[src/rtl/clock_pkg.sv]
// Shared types and limits for the digital clock timekeeping path.
package clock_pkg;

  typedef enum logic [1:0] {
    RUN      = 2'd0,
    SET_HOUR = 2'd1,
    SET_MIN  = 2'd2
  } state_t;

  typedef logic [3:0] bcd_t;

  localparam int HOUR_MAX = 23;
  localparam int MIN_MAX  = 59;
  localparam int SEC_MAX  = 59;

endpackage

[src/rtl/bcd2_counter.sv]
// Two-digit BCD counter that wraps to 00 after MAX. clr beats inc, but the
// wrap flag still reports an inc at MAX so a carry is never lost.
module bcd2_counter
  import clock_pkg::*;
#(
  parameter int MAX = 59
) (
  input  logic clk,
  input  logic rst,
  input  logic clr,
  input  logic inc,
  output bcd_t tens,
  output bcd_t ones,
  output logic wrap
);

  localparam bcd_t MAX_TENS = bcd_t'(MAX / 10);
  localparam bcd_t MAX_ONES = bcd_t'(MAX % 10);

  bcd_t tens_q, tens_d;
  bcd_t ones_q, ones_d;
  logic at_max;

  // Next value: clear, wrap at MAX, or BCD increment with tens carry.
  always_comb begin
    // NOTE: every output of a combinational block gets a default first, so no path leaves it unassigned and no latch is inferred.
    tens_d = tens_q;
    ones_d = ones_q;
    at_max = (tens_q == MAX_TENS) && (ones_q == MAX_ONES);
    wrap   = inc && at_max;
    if (clr) begin
      tens_d = '0;
      ones_d = '0;
    end else if (inc) begin
      if (at_max) begin
        tens_d = '0;
        ones_d = '0;
      end else if (ones_q == 4'd9) begin
        tens_d = tens_q + 4'd1;
        ones_d = '0;
      end else begin
        ones_d = ones_q + 4'd1;
      end
    end
  end

  // Digit registers with synchronous reset.
  always_ff @(posedge clk) begin
    // NOTE: sequential state uses non-blocking assignments so every flop samples pre-edge values regardless of statement order.
    if (rst) begin
      tens_q <= '0;
      ones_q <= '0;
    end else begin
      tens_q <= tens_d;
      ones_q <= ones_d;
    end
  end

  assign tens = tens_q;
  assign ones = ones_q;

endmodule

[src/rtl/clock_time_ctrl.sv]
// Timekeeping and edit controller: BCD HH:MM:SS, one-second prescaler,
// RUN/SET_HOUR/SET_MIN mode FSM, blink of the edited field, colon drive.
module clock_time_ctrl
  import clock_pkg::*;
#(
  parameter int TICKS_PER_SEC = 50000000,
  parameter int BLINK_HALF    = 25000000,
  parameter int WIDTH         = 4
) (
  input  logic                  clk,
  input  logic                  rst,
  input  logic                  btn_mode,
  input  logic                  btn_inc,
  output logic [3:0][WIDTH-1:0] digit_value,
  output logic [3:0]            blank,
  output logic                  colon,
  output logic [1:0]            mode
);

  localparam int PW = (TICKS_PER_SEC > 1) ? $clog2(TICKS_PER_SEC) : 1;
  localparam int BW = (BLINK_HALF > 1) ? $clog2(BLINK_HALF) : 1;
  localparam logic [PW-1:0] PRESC_LAST = PW'(TICKS_PER_SEC - 1);
  localparam logic [BW-1:0] BLINK_LAST = BW'(BLINK_HALF - 1);

  state_t          state_q, state_d;
  logic [PW-1:0]   presc_q, presc_d;
  logic [BW-1:0]   blink_cnt_q, blink_cnt_d;
  logic            blink_phase_q, blink_phase_d;

  logic in_run, in_set_hour, in_set_min, sec_tick, edit_inc;
  logic sec_clr, sec_inc, min_inc, hour_inc;
  logic sec_wrap, min_wrap;
  // Hours roll 23 -> 00 inside their counter; nothing sits above hours.
  logic hour_wrap_unused;
  // Seconds tens are never displayed; only sec_ones drives the colon.
  bcd_t sec_tens_unused;
  bcd_t sec_ones, min_tens, min_ones, hour_tens, hour_ones;

  // Counter controls: a mode pulse swallows a same-cycle inc, and in the
  // set modes the edited field increments without carrying upward.
  always_comb begin
    in_run      = (state_q == RUN);
    in_set_hour = (state_q == SET_HOUR);
    in_set_min  = (state_q == SET_MIN);
    sec_tick    = (presc_q == PRESC_LAST);
    edit_inc    = btn_inc && !btn_mode;
    sec_clr     = in_run && btn_mode;
    sec_inc     = in_run && sec_tick;
    min_inc     = in_run ? sec_wrap : (in_set_min && edit_inc);
    hour_inc    = in_run ? min_wrap : (in_set_hour && edit_inc);
  end

  bcd2_counter #(.MAX(SEC_MAX)) u_sec (
    .clk(clk), .rst(rst), .clr(sec_clr), .inc(sec_inc),
    .tens(sec_tens_unused), .ones(sec_ones), .wrap(sec_wrap)
  );

  bcd2_counter #(.MAX(MIN_MAX)) u_min (
    .clk(clk), .rst(rst), .clr(1'b0), .inc(min_inc),
    .tens(min_tens), .ones(min_ones), .wrap(min_wrap)
  );

  bcd2_counter #(.MAX(HOUR_MAX)) u_hour (
    .clk(clk), .rst(rst), .clr(1'b0), .inc(hour_inc),
    .tens(hour_tens), .ones(hour_ones), .wrap(hour_wrap_unused)
  );

  // Mode FSM, prescaler and blink next-state.
  always_comb begin
    state_d       = state_q;
    presc_d       = sec_tick ? '0 : presc_q + PW'(1);
    blink_cnt_d   = '0;
    blink_phase_d = 1'b0;

    if (btn_mode) begin
      case (state_q)
        RUN:      state_d = SET_HOUR;
        SET_HOUR: state_d = SET_MIN;
        SET_MIN: begin
          state_d = RUN;
          // First second after an edit is a full second.
          presc_d = '0;
        end
        default:  state_d = RUN;
      endcase
    end

    // Any press restarts the blink with the field lit; RUN holds it at 0.
    if (!in_run && !btn_mode && !btn_inc) begin
      if (blink_cnt_q == BLINK_LAST) begin
        blink_cnt_d   = '0;
        blink_phase_d = ~blink_phase_q;
      end else begin
        blink_cnt_d   = blink_cnt_q + BW'(1);
        blink_phase_d = blink_phase_q;
      end
    end
  end

  // Control state registers with synchronous reset.
  always_ff @(posedge clk) begin
    if (rst) begin
      state_q       <= RUN;
      presc_q       <= '0;
      blink_cnt_q   <= '0;
      blink_phase_q <= 1'b0;
    end else begin
      state_q       <= state_d;
      presc_q       <= presc_d;
      blink_cnt_q   <= blink_cnt_d;
      blink_phase_q <= blink_phase_d;
    end
  end

  // Display outputs decoded purely from registers.
  always_comb begin
    digit_value[3] = WIDTH'(hour_tens);
    digit_value[2] = WIDTH'(hour_ones);
    digit_value[1] = WIDTH'(min_tens);
    digit_value[0] = WIDTH'(min_ones);
    blank          = 4'b0000;
    if (in_set_hour && blink_phase_q) blank = 4'b1100;
    if (in_set_min && blink_phase_q)  blank = 4'b0011;
    colon          = in_run ? ~sec_ones[0] : 1'b1;
    mode           = state_q;
  end

endmodule

[config.mk]
export PLATFORM = sky130hd
export DESIGN_NAME = clock_time_ctrl
export DESIGN_NICKNAME = d
export VERILOG_FILES = /design/src/rtl/clock_pkg.sv /design/src/rtl/bcd2_counter.sv /design/src/rtl/clock_time_ctrl.sv
export SDC_FILE = /design/constraint.sdc
export NUM_CORES = 1
export LEC_CHECK = 0
export BUFFER_PORTS_ARGS = -buffer_cell sky130_fd_sc_hd__buf_4
export CORE_MARGIN = 1
export CORE_UTILIZATION = 43
export CTS_CLUSTER_SIZE = 30
export DETAILED_ROUTE_END_ITERATION = 12
export PLACE_DENSITY = 0.61
export SLEW_MARGIN = 40
export SYNTH_ARGS = -nofsm -noshare
export SYNTH_HDL_FRONTEND = slang
export SYNTH_SLANG_ARGS = --single-unit
[constraint.sdc]
create_clock -name clk -period 5.6 [get_ports clk]
set_clock_uncertainty 0.2 [all_clocks]
set_input_delay 1.12 -clock clk [delete_from_list [all_inputs] [get_ports clk]]
set_output_delay 1.12 -clock clk [all_outputs]
set_load 0.01 [all_outputs]
# Word-level counts from Yosys, hierarchy flattened
# Cells that the tools add are included.
word_totals:
  memories: 0
  out_inout_bits: 23
  register_bits: 78
  mem_bits_ro: 0
  wordCells: 80
  in_bits: 4
  mem_bits_rw: 0
  latch_bits: 0
classes:
  n_addsub: 8
  n_lt_le_gt_ge: 0
  mul: 0
  div_mod_pow: 0
  n_reduce_logical: 27
  eq_ne: 11
  shift: 0
  bitwise: 3
  muxes: 21
ops:
  columns: ["op", "count"]
  rows:
  - ["$mux W26", 3]
  - ["$mux W4", 14]
  - ["$add A26 B1 Y26 const B", 1]
  - ["$eq A26 B26 Y1 const B", 1]
  - ["$add A25 B1 Y25 const B", 1]
  - ["$eq A25 B25 Y1 const B", 1]
  - ["$add A4 B1 Y4 const B", 6]
  - ["$logic_and A1 B1 Y1", 14]
  - ["$eq A4 B4 Y1 const B", 3]
  - ["$eq A4 B2 Y1 const B", 2]
  - ["$eq A4 B3 Y1 const B", 2]
  - ["$reduce_and A2 Y1", 3]
  - ["$reduce_bool A2 Y1", 3]
  - ["$pmux W2 S2", 1]
  - ["$reduce_or A2 Y1", 2]
  - ["$logic_not A1 Y1", 3]
  - ["$mux W1", 3]
  - ["$not A1 Y1", 3]
  - ["$reduce_or A3 Y1", 1]
  - ["$eq A2 B1 Y1 const B", 1]
  - ["$eq A2 B2 Y1 const B", 1]
  - ["$logic_not A2 Y1", 1]

# Depth between registers and ports, before layout
logic_depth:
  ltp_word: 7
  ltp_mapped: 9
  mapped_depth_nobuf: 7

# Hierarchy
# A second synthesis with hierarchy kept.
hier_totals:
  cells_unflattened: 431
  hier_area_um2: 3811.2
by_module_without_submodules:
  columns: ["mod", "cells_each", "seq_area_each_um2", "area_each_um2", "instances"]
  rows:
  - ["clock_time_ctrl", 292, 1081.0, 2539.9, 1]
  - ["bcd2_counter (u_min ...)", 45, 160.2, 417.9, 2]
  - ["bcd2_counter (u_hour)", 49, 160.2, 435.4, 1]

# Worst setup path after synthesis
# No wires, ideal clock.
synth_timing:
  path_kind: "input -> register"
  start: "in btn_mode"
  end: "reg blink_cnt_q[10]"
  cell_stages: 6
  t_arrival_ns: 2.483
  n_path_buf: 3
  slack_ns: 2.853
  t_required_ns: 5.336
  setup_ns: 0.064
  cell_sequence: "clkbuf_2 or4_1 or2_2 clkbuf_1 buf_2 nor2_1"
synth_between:
  elab_chain_cells: 5
synth_rtl:
  columns: ["element", "line_no", "rtl"]
  rows:
  - ["from (decl)", "clock_time_ctrl.sv:12", "input logic btn_mode,"]
  - ["$logic_not A1 Y1", "clock_time_ctrl.sv:89", "if (!in_run && !btn_mode && !btn_inc) begin"]
  - ["$logic_and A1 B1 Y1 (2 in a row)", "clock_time_ctrl.sv:89", null]
  - ["$not A1 Y1 (no line)", null, null]
  - ["$reduce_or A3 Y1 (no line)", null, null]
  - ["to (signal assigned)", "clock_time_ctrl.sv:110", "blink_cnt_q <= blink_cnt_d;"]
  - ["to (decl)", "clock_time_ctrl.sv:27", "logic [BW-1:0] blink_cnt_q, blink_cnt_d;"]
# Every way passes these cells.
# A chain may end at the register's enable or synchronous reset.

# Worst setup path after layout
layout_timing:
  start: "reg state_q[1] (netlist: mode[1])"
  end: "out blank[0]"
layout_between:
  elab_chain_cells: 3
layout_rtl:
  columns: ["element", "line_no", "rtl"]
  rows:
  - ["from (decl)", "clock_time_ctrl.sv:25", "state_t state_q, state_d;"]
  - ["from (signal assigned)", "clock_time_ctrl.sv:108", "state_q <= state_d;"]
  - ["$eq A2 B2 Y1", "clock_time_ctrl.sv:44", "in_set_min = (state_q == SET_MIN);"]
  - ["$logic_and A1 B1 Y1", "clock_time_ctrl.sv:123", "if (in_set_min && blink_phase_q) blank = 4'b0011;"]
  - ["$mux W4", "clock_time_ctrl.sv:123", null]
  - ["to (decl)", "clock_time_ctrl.sv:15", "output logic [3:0] blank,"]
# Every way passes these cells.

==> results.json <==
{
  "synth_ff_type": "dfxtp_1",
  "avgRoutedWirePerCell_um": 13.0,
  "fin_crit_ns": 2.67,
  "synth.yosys.seq_area_share": 0.394,
  "placed_area_um2": 4180,
  "start_kind": "flip-flop",
  "hold_ws_ns": 0.266,
  "tightest_slew_ns": 0.722,
  "worst_ep_required_time_ns": 4.28,
  "hold_viol": 0,
  "yosysWarningCount": 0,
  "synthesis.area_um2": 3960,
  "yosys.area.top_type": "dfxtp_1",
  "crit_fanout": 6,
  "violations": "design-rule violations",
  "core_um2": 8810,
  "first_pass_iters": 8,
  "grt_pass1_wl_mm": 13.1,
  "htree_levels": 3,
  "reg2reg_from": "u_min.ones[0]$_SDFFE_PP0P_",
  "die_h_um": 98.0,
  "setup_viol": 0,
  "grt_usage": 0.166,
  "min-delay-start": "presc_q[0]$_SDFF_PP0_",
  "ys_async_sr_fraction": 0,
  "hold_class": "reg2reg",
  "netlist_top_cells_area": "dfxtp_1, nor2_1, xnor2_1",
  "core.rowCount": 34,
  "synth_nets": 472,
  "grt_max_degree": 30,
  "cts_buffers": 9,
  "viasPerCell": 5.36,
  "start_util": 0.450,
  "place.gp.congestion": 0.791,
  "drv_cap": 0,
  "ys_top_cells_by_count": "dfxtp_1, nor2_1, nand3_1",
  "cp.arrival_ns": 1.35,
  "hold_end": "presc_q[0]$_SDFF_PP0_",
  "grt_pass1_vias": 2827,
  "antenna_found_initial": 0,
  "insertion_delay_ns": 0.34,
  "final_util": 0.499,
  "port-buffer-count": 26,
  "powerDensity_nw_per_um2": 239,
  "path_class": "reg2out",
  "clk_path_buf_depth": 2,
  "synth.most_common_cell": "dfxtp_1",
  "highest_layer": "met4",
  "path_clk_slew_ns": 0.08,
  "syn_to_final_growth_pct": 11.0,
  "cts.sinks": 78,
  "wl_met1_mm": 3.91,
  "leakagePower_uw": 0.00150,
  "postSynthCellCount": 454,
  "postCtsHoldBufs": 0,
  "r2r-end": "u_hour.tens[3]$_SDFFE_PP0P_",
  "drtAntennaViolNets": 0,
  "cp-end-kind": "output port",
  "finalNetCount": 493,
  "netlist.area_leader.share": 0.394,
  "reg2reg_depth": 6,
  "drive_gt1_frac": 0.138,
  "status": "finished with violations",
  "final_design_area_no_fill_um2": 4400,
  "holdPathStages": 1,
  "drv_slew": 0,
  "synth.distinct_cells": 59,
  "irDropWorstVdd_mv": 0.111,
  "cts_tree": "done",
  "hpwlAfterDp_mm": 5.28,
  "dpl_worst_slack_ns": 2.80,
  "routed-wl-met3_um": 239,
  "ios": 27,
  "tns_ns": 0,
  "drt_iter0_drc": 151,
  "post-route-period-util": 0.477,
  "dieArea_um2": 9600,
  "diodes": 0,
  "met2_wirelength_mm": 3.42,
  "relSlewSlack": 0.515,
  "drt_wl_total_mm": 7.61,
  "ys_ff_latch": 78,
  "drc": 4,
  "rsz0062_at_grt": "no",
  "synth_edf_count": 0,
  "cts-root-buf": "clkbuf_8",
  "worst_slack_ns": 2.93,
  "post_cts_resized": 0,
  "gr-total-overflow": 0,
  "num_vias": 3147,
  "postSynthAreaPerCell_um2": 8.73,
  "dieWidth_um": 98.0,
  "fmax_mhz": 374,
  "post_cts_buffers": 0,
  "reg2reg_slack_ns": 3.14
}
area by class of cell:
| type | count | area, µm² |
|---|---|---|
| inverter | 15 | 56.3 |
| tap | 108 | 135 |
| timing repair buffer | 27 | 203 |
| fill | 830 | 4410 |
| sequential | 78 | 1560 |
| clock inverter | 6 | 87.6 |
| multi-input combinational | 344 | 2230 |
| clock buffer | 9 | 124 |
metrics by stage:
step	instances	power, µW
final	587	1050
after global routing	587	1090
after CTS	587	1060
after detailed placement	572	611
after global placement	572	610
after floorplan	454	602
cell families after synthesis:
family,count (synthesis),share of synthesized area
mux,3,0.00821
fa+ha+maj,14,0.0442
flops,78,0.394
xor+xnor,47,0.104
buf+inv,32,0.0433
compound gates,48,0.0783
simple gates,232,0.328
placed cells by master (no fill, tap or decap), drive strengths merged, types with 5 or more instances in the layout:
cell | netlist | layout
nor2b | 6 | 6
xor2 | 22 | 22
or4 | 6 | 6
and3 | 13 | 13
or3 | 9 | 9
nand2 | 30 | 30
nor4 | 12 | 12
and4 | 7 | 7
inv | 15 | 15
nor2 | 66 | 66
xnor2 | 25 | 25
nand3 | 35 | 35
buf | 9 | 27
ha | 14 | 14
clkbuf | 8 | 9
nor3 | 10 | 10
a21oi | 17 | 17
and2 | 5 | 5
dfxtp | 78 | 78
o21ai | 16 | 16
nand4 | 12 | 12
report_power, final:
group          total, µW  leakage [µW]  internal [µW]  switching (µW)
combinational       33.6      0.000775           12.5            21.0
clock                454     0.0000973            248             206
sequential           564      0.000629            559            5.79
metal layers:
layer | global-route usage | vias to the layer above
li1 | - | 1634
met5 | 0 | -
met4 | 0.0699 | 0
met1 | 0.221 | 1471
met3 | 0.0272 | 2
met2 | 0.267 | 40
flip-flops by register name, indices dropped and copies added, names as in the netlist:
signal and cells:
u_hour.tens 4, blink_cnt_q 25, presc_q 26, u_min.ones 4, u_hour.ones 4, u_sec.tens 4
mode 2, u_min.tens 4, blink_phase_q 1, u_sec.ones 4
worst max path at each step:
stage / start / endpoint / slack, ns / cells after the start
after floorplan: btn_mode / blink_cnt_q[10]$_SDFF_PP0_ / 2.85 / 6
after global placement: rst / blink_cnt_q[8]$_SDFF_PP0_ / 2.82 / 4
after detailed placement: rst / blink_cnt_q[23]$_SDFF_PP0_ / 2.80 / 4
after CTS: mode[1]$_SDFFE_PP0P_ / blank[0] / 2.92 / 3
after global routing: mode[0]$_SDFFE_PP0P_ / colon / 2.81 / 3
final: mode[1]$_SDFFE_PP0P_ / blank[0] / 2.93 / 3
critical path, cell delays in order, from the launching register on:
cell and delay, ns:
dfxtp_1 0.43, nor2b_1 0.24, and2_1 0.21, buf_4 0.14
(Power assumes the default switching activity.)
